$ cat config.mk
export PLATFORM = sky130hd
export DESIGN_NAME = memory_access
export DESIGN_NICKNAME = d
export VERILOG_FILES = /design/src/rtl/memory_access_pkg.sv /design/src/rtl/memory_access_format.sv /design/src/rtl/memory_access.sv
export SDC_FILE = /design/constraint.sdc
export NUM_CORES = 1
export LEC_CHECK = 0
export CORE_AREA = 8 8 235 237
export CTS_CLUSTER_SIZE = 30
export DETAILED_ROUTE_END_ITERATION = 12
export DIE_AREA = 0 0 243 245
export HOLD_SLACK_MARGIN = 0.03
export PLACE_DENSITY = 0.65
export SLEW_MARGIN = 20
export SYNTH_ARGS = -nofsm -noshare
export SYNTH_HDL_FRONTEND = slang
export SYNTH_SLANG_ARGS = --single-unit
export TNS_END_PERCENT = 5
$ cat constraint.sdc
create_clock -name clk -period 4.15 [get_ports clk]
set_clock_uncertainty 0.05 [all_clocks]
set_input_delay 0.415 -clock clk [delete_from_list [all_inputs] [get_ports clk]]
set_output_delay 0.415 -clock clk [all_outputs]
set_load 0.005 [all_outputs]
$ cat src/rtl/memory_access_pkg.sv
// memory_access_pkg: shared types for the memory stage, the execute/writeback bundles and the data bus
package memory_access_pkg;
  localparam int AXI_WORD_BYTES = 8;
  typedef logic [63:0] word_t;
  typedef logic [AXI_WORD_BYTES-1:0] strobe_t;
  typedef logic [4:0] op_t;
  typedef logic [4:0] creg_addr_t;
  typedef enum logic [1:0] {MSIZE1, MSIZE2, MSIZE4, MSIZE8} msize_t;
  typedef enum logic [1:0] {IDLE, ADDR_WAIT, DATA_WAIT} mem_state_t;
  typedef struct packed {
    logic regwrite;
    logic memread;
    logic memwrite;
    logic mem_unsigned;
    msize_t msize;
    op_t op;
  } control_t;
  typedef struct packed {
    word_t pc;
    logic [31:0] instruction;
    word_t result;
    word_t memdata;
    creg_addr_t dst;
    control_t ctl;
  } execute_data_t;
  typedef struct packed {
    word_t pc;
    logic [31:0] instruction;
    word_t result;
    creg_addr_t dst;
    logic regwrite;
    op_t op;
    logic misalign;
  } memory_data_t;
  typedef struct packed {
    logic valid;
    word_t addr;
    logic [2:0] size;
    strobe_t strobe;
    word_t data;
  } dbus_req_t;
  typedef struct packed {
    logic addr_ok;
    logic data_ok;
    word_t data;
  } dbus_resp_t;
  function automatic logic [2:0] align_mask(msize_t m);
    return 3'((4'd1 << m) - 4'd1);
  endfunction
  function automatic strobe_t byte_mask(msize_t m);
    return strobe_t'((9'd1 << (4'd1 << m)) - 9'd1);
  endfunction
endpackage

$ cat src/rtl/memory_access_format.sv
// mem_format: store data shift/strobe generation and load extract/extend
// ports: off (byte offset), msize, mem_unsigned, memdata (store value), rdata (bus beat) -> wdata, strobe, ldata
module mem_format
  import memory_access_pkg::*;
(
  input  logic [2:0] off,
  input  msize_t     msize,
  input  logic       mem_unsigned,
  input  word_t      memdata,
  input  word_t      rdata,
  output word_t      wdata,
  output strobe_t    strobe,
  output word_t      ldata
);
  word_t raw;
  logic s1, s2, s4;
  assign wdata  = memdata << {off, 3'b000};
  assign strobe = byte_mask(msize) << off;
  assign raw    = rdata >> {off, 3'b000};
  assign s1     = !mem_unsigned & raw[7];
  assign s2     = !mem_unsigned & raw[15];
  assign s4     = !mem_unsigned & raw[31];
  assign ldata  = msize == MSIZE1 ? {{56{s1}}, raw[7:0]}  :
                  msize == MSIZE2 ? {{48{s2}}, raw[15:0]} :
                  msize == MSIZE4 ? {{32{s4}}, raw[31:0]} : raw;
endmodule

$ cat src/rtl/memory_access.sv
// memory_access: RV64 memory stage; issues dbus loads/stores, stalls upstream while busy, registers dataM
// ports: clk, reset, dataE_valid/dataE (from execute), dreq/dresp (data bus), stall_m, dataM_valid/dataM (to writeback)
module memory_access
  import memory_access_pkg::*;
(
  input  logic          clk,
  input  logic          reset,
  input  logic          dataE_valid,
  input  execute_data_t dataE,
  output dbus_req_t     dreq,
  input  dbus_resp_t    dresp,
  output logic          stall_m,
  output logic          dataM_valid,
  output memory_data_t  dataM
);
  logic v, mem, misalign, go, req, done;
  execute_data_t e;
  mem_state_t state, state_n;
  word_t wdata, ldata;
  strobe_t strobe;
  mem_format u_fmt (
    .off(e.result[2:0]),
    .msize(e.ctl.msize),
    .mem_unsigned(e.ctl.mem_unsigned),
    .memdata(e.memdata),
    .rdata(dresp.data),
    .wdata(wdata),
    .strobe(strobe),
    .ldata(ldata)
  );
  assign mem      = v & (e.ctl.memread | e.ctl.memwrite);
  assign misalign = mem & |(e.result[2:0] & align_mask(e.ctl.msize));
  assign go       = mem & !misalign;
  assign req      = go & (state != DATA_WAIT);
  // a data_ok only completes the access once the request is actually out
  assign done     = dresp.data_ok & (req | state == DATA_WAIT);
  assign stall_m  = go & !done;
  assign state_n  = done ? IDLE : req ? (dresp.addr_ok ? DATA_WAIT : ADDR_WAIT) : state;
  assign dreq = '{
    valid:  req,
    addr:   e.result,
    size:   {1'b0, e.ctl.msize},
    strobe: e.ctl.memwrite ? strobe : '0,
    data:   wdata
  };
  always_ff @(posedge clk) begin
    if (reset) begin
      state       <= IDLE;
      v           <= 1'b0;
      e           <= '0;
      dataM_valid <= 1'b0;
      dataM       <= '0;
    end else begin
      state <= state_n;
      if (!stall_m) begin
        v <= dataE_valid;
        e <= dataE;
      end
      dataM_valid <= v & !stall_m;
      dataM <= '{
        pc:          e.pc,
        instruction: e.instruction,
        result:      (e.ctl.memread & done) ? ldata : e.result,
        dst:         e.dst,
        regwrite:    e.ctl.regwrite & !misalign,
        op:          e.ctl.op,
        misalign:    misalign
      };
    end
  end
endmodule

Word level (Yosys, flattened, before mapping):

Cells that the tools add are included.

* register bits after elaboration: 416
* input bits: 309
* output and inout bits: 314
* logic and storage cells: 60

* add/sub/neg operators: 2
* equal/unequal tests: 4
* shifts and indexed selects: 5
* muxes and demuxes: 6
* bitwise operators: 15
* reductions and logical operators: 7

Operators by type and width (count)
* two-way mux 64 bit: 4
* left shift 64 x 6 -> 64 bit: 1
* >> shifter 64 x 6 -> 64 bit: 1
* AND 1 bit: 12
* two-way mux 8 bit: 1
* left shift 1 x 4 -> 8 bit (first input constant): 1
* left shift 8 x 3 -> 8 bit: 1
* subtractor 8 x 1 -> 8 bit (second input constant): 1
* == test 2 bit (second input constant): 2
* zero test 1 bit: 4
* left shift 1 x 2 -> 4 bit (first input constant): 1
* AND 3 bit: 1
* OR reduction 3 bit: 1
* subtractor 3 x 1 -> 3 bit (second input constant): 1
* == test 2 x 1 -> 1 bit (second input constant): 1
* zero test 2 bit: 1
* two-way mux 2 bit: 1
* inequality test 2 bit (second input constant): 1
* OR 1 bit: 2
* OR reduction 2 bit: 1

Depth between registers and ports, before layout:

* word-level depth: 14
* mapped depth: 13
* gate-level depth less buffers: 9

By module:

Synthesis repeated with hierarchy kept, for this count alone.

* cell total of the unflattened synthesis: 2424
* area total of the unflattened synthesis: 23012.1 um^2

By module, submodules not included
* memory_access: times used 1, cells an instance 1796, area each 18348.8 um^2, sequential area each 8328.0 um^2
* mem_format: times used 1, cells an instance 628, area each 4663.2 um^2, sequential area each 0.0 um^2

Least setup slack after synthesis:

No wires, ideal clock.

* path kind: register to register
* from: register e, in the netlist dreq[72]
* to: register dataM[54] (netlist bit)
* library setup time: 134 ps
* data arrival time: 2721 ps
* required time: 3966 ps
* setup slack: 1245 ps
* cell stages (with the launch flop): 13
* path buffers: 4
* clock period less this slack: 2905 ps
* cells stage by stage: dfxtp_1 > clkbuf_1 > or2_2 > clkbuf_1 > inv_1 > ha_1 > nor2b_1 > a2111oi_4 > o211ai_1 > nor3_2 > buf_4 > buf_4 > a211oi_1

* longest elaborated chain between the ends: 12
* elaborated cells between the ends (all ways): 18
* classes of those cells: add/sub (1); eq/ne (2); shift (1); mux (4); bitwise (7); reduce/logical (3)

RTL lines
* from (decl): line memory_access.sv:17 `execute_data_t e;`
* from (signal assigned): line memory_access.sv:57 `e <= dataE;`
* left shift 1 x 2 -> 4 bit
* subtractor 3 x 1 -> 3 bit: line memory_access_pkg.sv:48 `return 3'((4'd1 << m) - 4'd1);`
* AND 3 bit: line memory_access.sv:32 `assign misalign = mem & |(e.result[2:0] & align_mask(e.ctl.msize));`
* OR reduction 3 bit: line memory_access.sv:32
* AND 1 bit: line memory_access.sv:32
* zero test 1 bit: line memory_access.sv:33 `assign go = mem & !misalign;`
* AND 1 bit: line memory_access.sv:33
* AND 1 bit: line memory_access.sv:34 `assign req = go & (state != DATA_WAIT);`
* OR 1 bit: line memory_access.sv:36 `assign done = dresp.data_ok & (req | state == DATA_WAIT);`
* AND 1 bit: line memory_access.sv:36
* AND 1 bit: line memory_access.sv:63 `result: (e.ctl.memread & done) ? ldata : e.result,`
* two-way mux 64 bit *: line memory_access.sv:63
* to (signal assigned): line memory_access.sv:60 `dataM <= '{`
* to (decl): line memory_access.sv:14 `output memory_data_t dataM`

Mark *: on every way between the ends. The rest lies on a longest branch, timed or not.
A chain may end at the register's enable or synchronous reset.

Worst setup path in the final report:

* from: register e, in the netlist dreq[73]
* to: output port stall_m

* longest elaborated chain between the ends: 12

RTL lines
* left shift 1 x 2 -> 4 bit *
* subtractor 3 x 1 -> 3 bit *: line memory_access_pkg.sv:48
* AND 3 bit *: line memory_access.sv:32
* OR reduction 3 bit *: line memory_access.sv:32
* AND 1 bit *: line memory_access.sv:32
* zero test 1 bit *: line memory_access.sv:33
* AND 1 bit *: line memory_access.sv:33
* AND 1 bit: line memory_access.sv:34
* OR 1 bit: line memory_access.sv:36
* AND 1 bit: line memory_access.sv:36
* zero test 1 bit: line memory_access.sv:37 `assign stall_m = go & !done;`
* AND 1 bit *: line memory_access.sv:37
* to (decl): line memory_access.sv:12 `output logic stall_m,`

Marked as above.

==> results.sh <==
export IMPL_status="finished clean"
export IMPL_synth_nets=2514
export IMPL_firstDrtPassIters=7
export IMPL_antenna_found_initial=17
export IMPL_leakage_uw=0.00977
export IMPL_port_buffers=621
export IMPL_p_sw_uw=2700
export IMPL_setup_viol=0
export IMPL_start_kind="register"
export IMPL_synth_common_cells="nand2_1, dfxtp_1, a21oi_1, nor2_1, nor2b_1"
export IMPL_antenna_left=0
export IMPL_syn_to_final_growth_pct=42.4
export IMPL_routedWlPerCell_um=22.2
export IMPL_combPwrFrac_pct=16.4
export IMPL_cts_setup_buffers=0
export IMPL_period_needed_ns=3.78
export IMPL_grt_usage_pct=23.7
export IMPL_maxCapViolCount=0
export IMPL_core_um2=51700
export IMPL_placed_area_um2=24200
export IMPL_synth_top_cell_area_share_pct=46.1
export IMPL_clock_latency_ns=0.59
export IMPL_seq_power_share_pct=43.1
export IMPL_die_area_um2=59500
export IMPL_place_congestion=0.962
export IMPL_synthTopCellsByArea="dfxtp_1, nand2_1, a21oi_1"
export IMPL_total_power_uw=10200
export IMPL_avgSynthCellArea_um2=8.20
export IMPL_clk_pin_slew_worst_paths_ns=0.06
export IMPL_arrival_ns=3.32
export IMPL_wirelength_um=75000
export IMPL_cts_tree="yes"
export IMPL_yosysMostFrequentCell="nand2_1"
export IMPL_synth_cell_type_count=48
export IMPL_syn_inst=2204
export IMPL_drive_above_1_share_pct=5.89
export IMPL_required_ns=3.68
export IMPL_drc=0
export IMPL_drv_slew=0
export IMPL_irDropWorstVdd_v=0.000267
export IMPL_clock_fmax_mhz=264
export IMPL_ys_ff_latch=416
export IMPL_fin_crit_sh_pct=91.2
export IMPL_cts_htree_levels=2
export IMPL_clockBufferDepth=3
export IMPL_grt_first_pass_wirelength_um=110000
export IMPL_async_reset_ff_share_pct=0
export IMPL_dp_hpwl_um=55200
export IMPL_start_util_pct=34.9
export IMPL_n_fill_cell=4955
export IMPL_synth_edf_count=0
export IMPL_die_h_um=245
export IMPL_path_max_fanout=76
export IMPL_tightestPinTransition_ns=0.852
export IMPL_relSlewSlack_pct=43.1
export IMPL_critPathKind="register to output pin"
export IMPL_grt_max_degree=241
export IMPL_drt_initial_drc_count=1243
export IMPL_hold_class="primary input to register"
export IMPL_cts_buffers=45
export IMPL_p_clk_share_pct=40.5
export IMPL_num_vias=17122
export IMPL_synth_ff_type="dfxtp_1"
export IMPL_cts_sinks=416
export IMPL_cts_hold_buf=0
export IMPL_rsz0062_at_grt="no"
export IMPL_nets=2955
export IMPL_grt_pass1_vias=16772
export IMPL_yosysSeqAreaShare_pct=46.1
export IMPL_clock_root_buffer="clkbuf_16"
export IMPL_synth_top_area_cell="dfxtp_1"
export IMPL_sw_frac_of_total_pct=26.6
export IMPL_grt_overflow=0
export IMPL_die_w_um=243
export IMPL_postLayoutCoreUtil_pct=49.7
export IMPL_worstSetupEndpointType="output pin"
export IMPL_tns_ns=0
export IMPL_yosys_warnings=0
export IMPL_vias_per_cell=5.07
export IMPL_top_level_ports=623
export IMPL_core_rowCount=84
export IMPL_finalHoldViolCount=0
export IMPL_p_int_uw=7460
export IMPL_final_cell_area_um2=25700
export IMPL_cellPowerDensity_nw_per_um2=395
export IMPL_syn_area_um2=18100
export IMPL_ctsResizeCount=0
[cells by family after synthesis]
group / share of synthesized area [%]
compound gates: 17.5
fa+ha+maj: 0.0693
buf+inv: 7.41
flops: 46.1
mux: 8.89
other cells: 0.0208
simple gates: 20.0
[critical path: stages (launching register included)]
cell,delay [ns]
dfxtp_2,0.33
or2_2,0.40
inv_1,0.12
ha_1,0.13
nor2b_1,0.07
a2111oi_4,0.53
nand2_4,0.15
inv_8,0.33
clkdlybuf4s50_1,0.67
[power groups by stage]
stage               combinational, uW  sequential, uW  clock [uW]
finish                           1670            4380        4110
global route                     1800            4400        4370
CTS                              1670            4380        4200
detailed placement               1660            4470           0
global placement                 1650            4460           0
floorplan                         779            4400           0
[worst paths after layout]
check	startpoint	to	slack, ns	depth (start not counted)
min	reset	dataM[135]	0.30	2
max	dreq[73]	stall_m	0.37	8
max reg2reg	dreq[73]	dataM[37]	0.80	10
min reg2reg	e[14]	e[14]	0.39	2
[layout by cell type (no fill, tap or decap), drive strengths merged, types with 60 or more instances in the layout]
master,count
mux2i,102
clkdlybuf4s50,620
dfxtp,416
nor2b,134
clkbuf,60
nor2,147
o21ai,80
nand2,531
a21oi,278
a211oi,98
[through the flow]
step,hold slack [ns],worst slack [ns],std cells
4_1_cts,0.299,0.269,3368
3_5_place_dp,0.388,0.900,3285
2_1_floorplan,0.377,1.24,2204
5_1_grt,0.322,0.161,3378
3_3_place_gp,0.383,0.848,3285
6_report,0.297,0.365,3380
[routing by layer]
metal	track usage [%]	vias to the layer above	share of wire [%]
li1	-	8245	-
met1	28.3	8005	40
met2	39.8	741	48
met3	8.11	121	9.4
met4	7.62	10	2.9
met5	0	-	0.095
[final cells by class]
type | instances | area (um^2) | area share [%]
Clock buffer | 60 | 1270 | 4.95
Multi-Input combinational cell | 1526 | 8410 | 32.7
Tap cell | 688 | 861 | 3.35
Clock inverter | 23 | 228 | 0.885
Sequential cell | 416 | 8340 | 32.4
Antenna cell | 11 | 27.5 | 0.107
Timing Repair Buffer | 648 | 6540 | 25.4
Inverter | 8 | 37.5 | 0.146
[flip-flops by register name, indices dropped and copies added, names as in the netlist]
name / cells
dataM: 172
e: 174
dataM_valid: 1
dreq: 66
v: 1
state: 2
(Power assumes the default switching activity.)
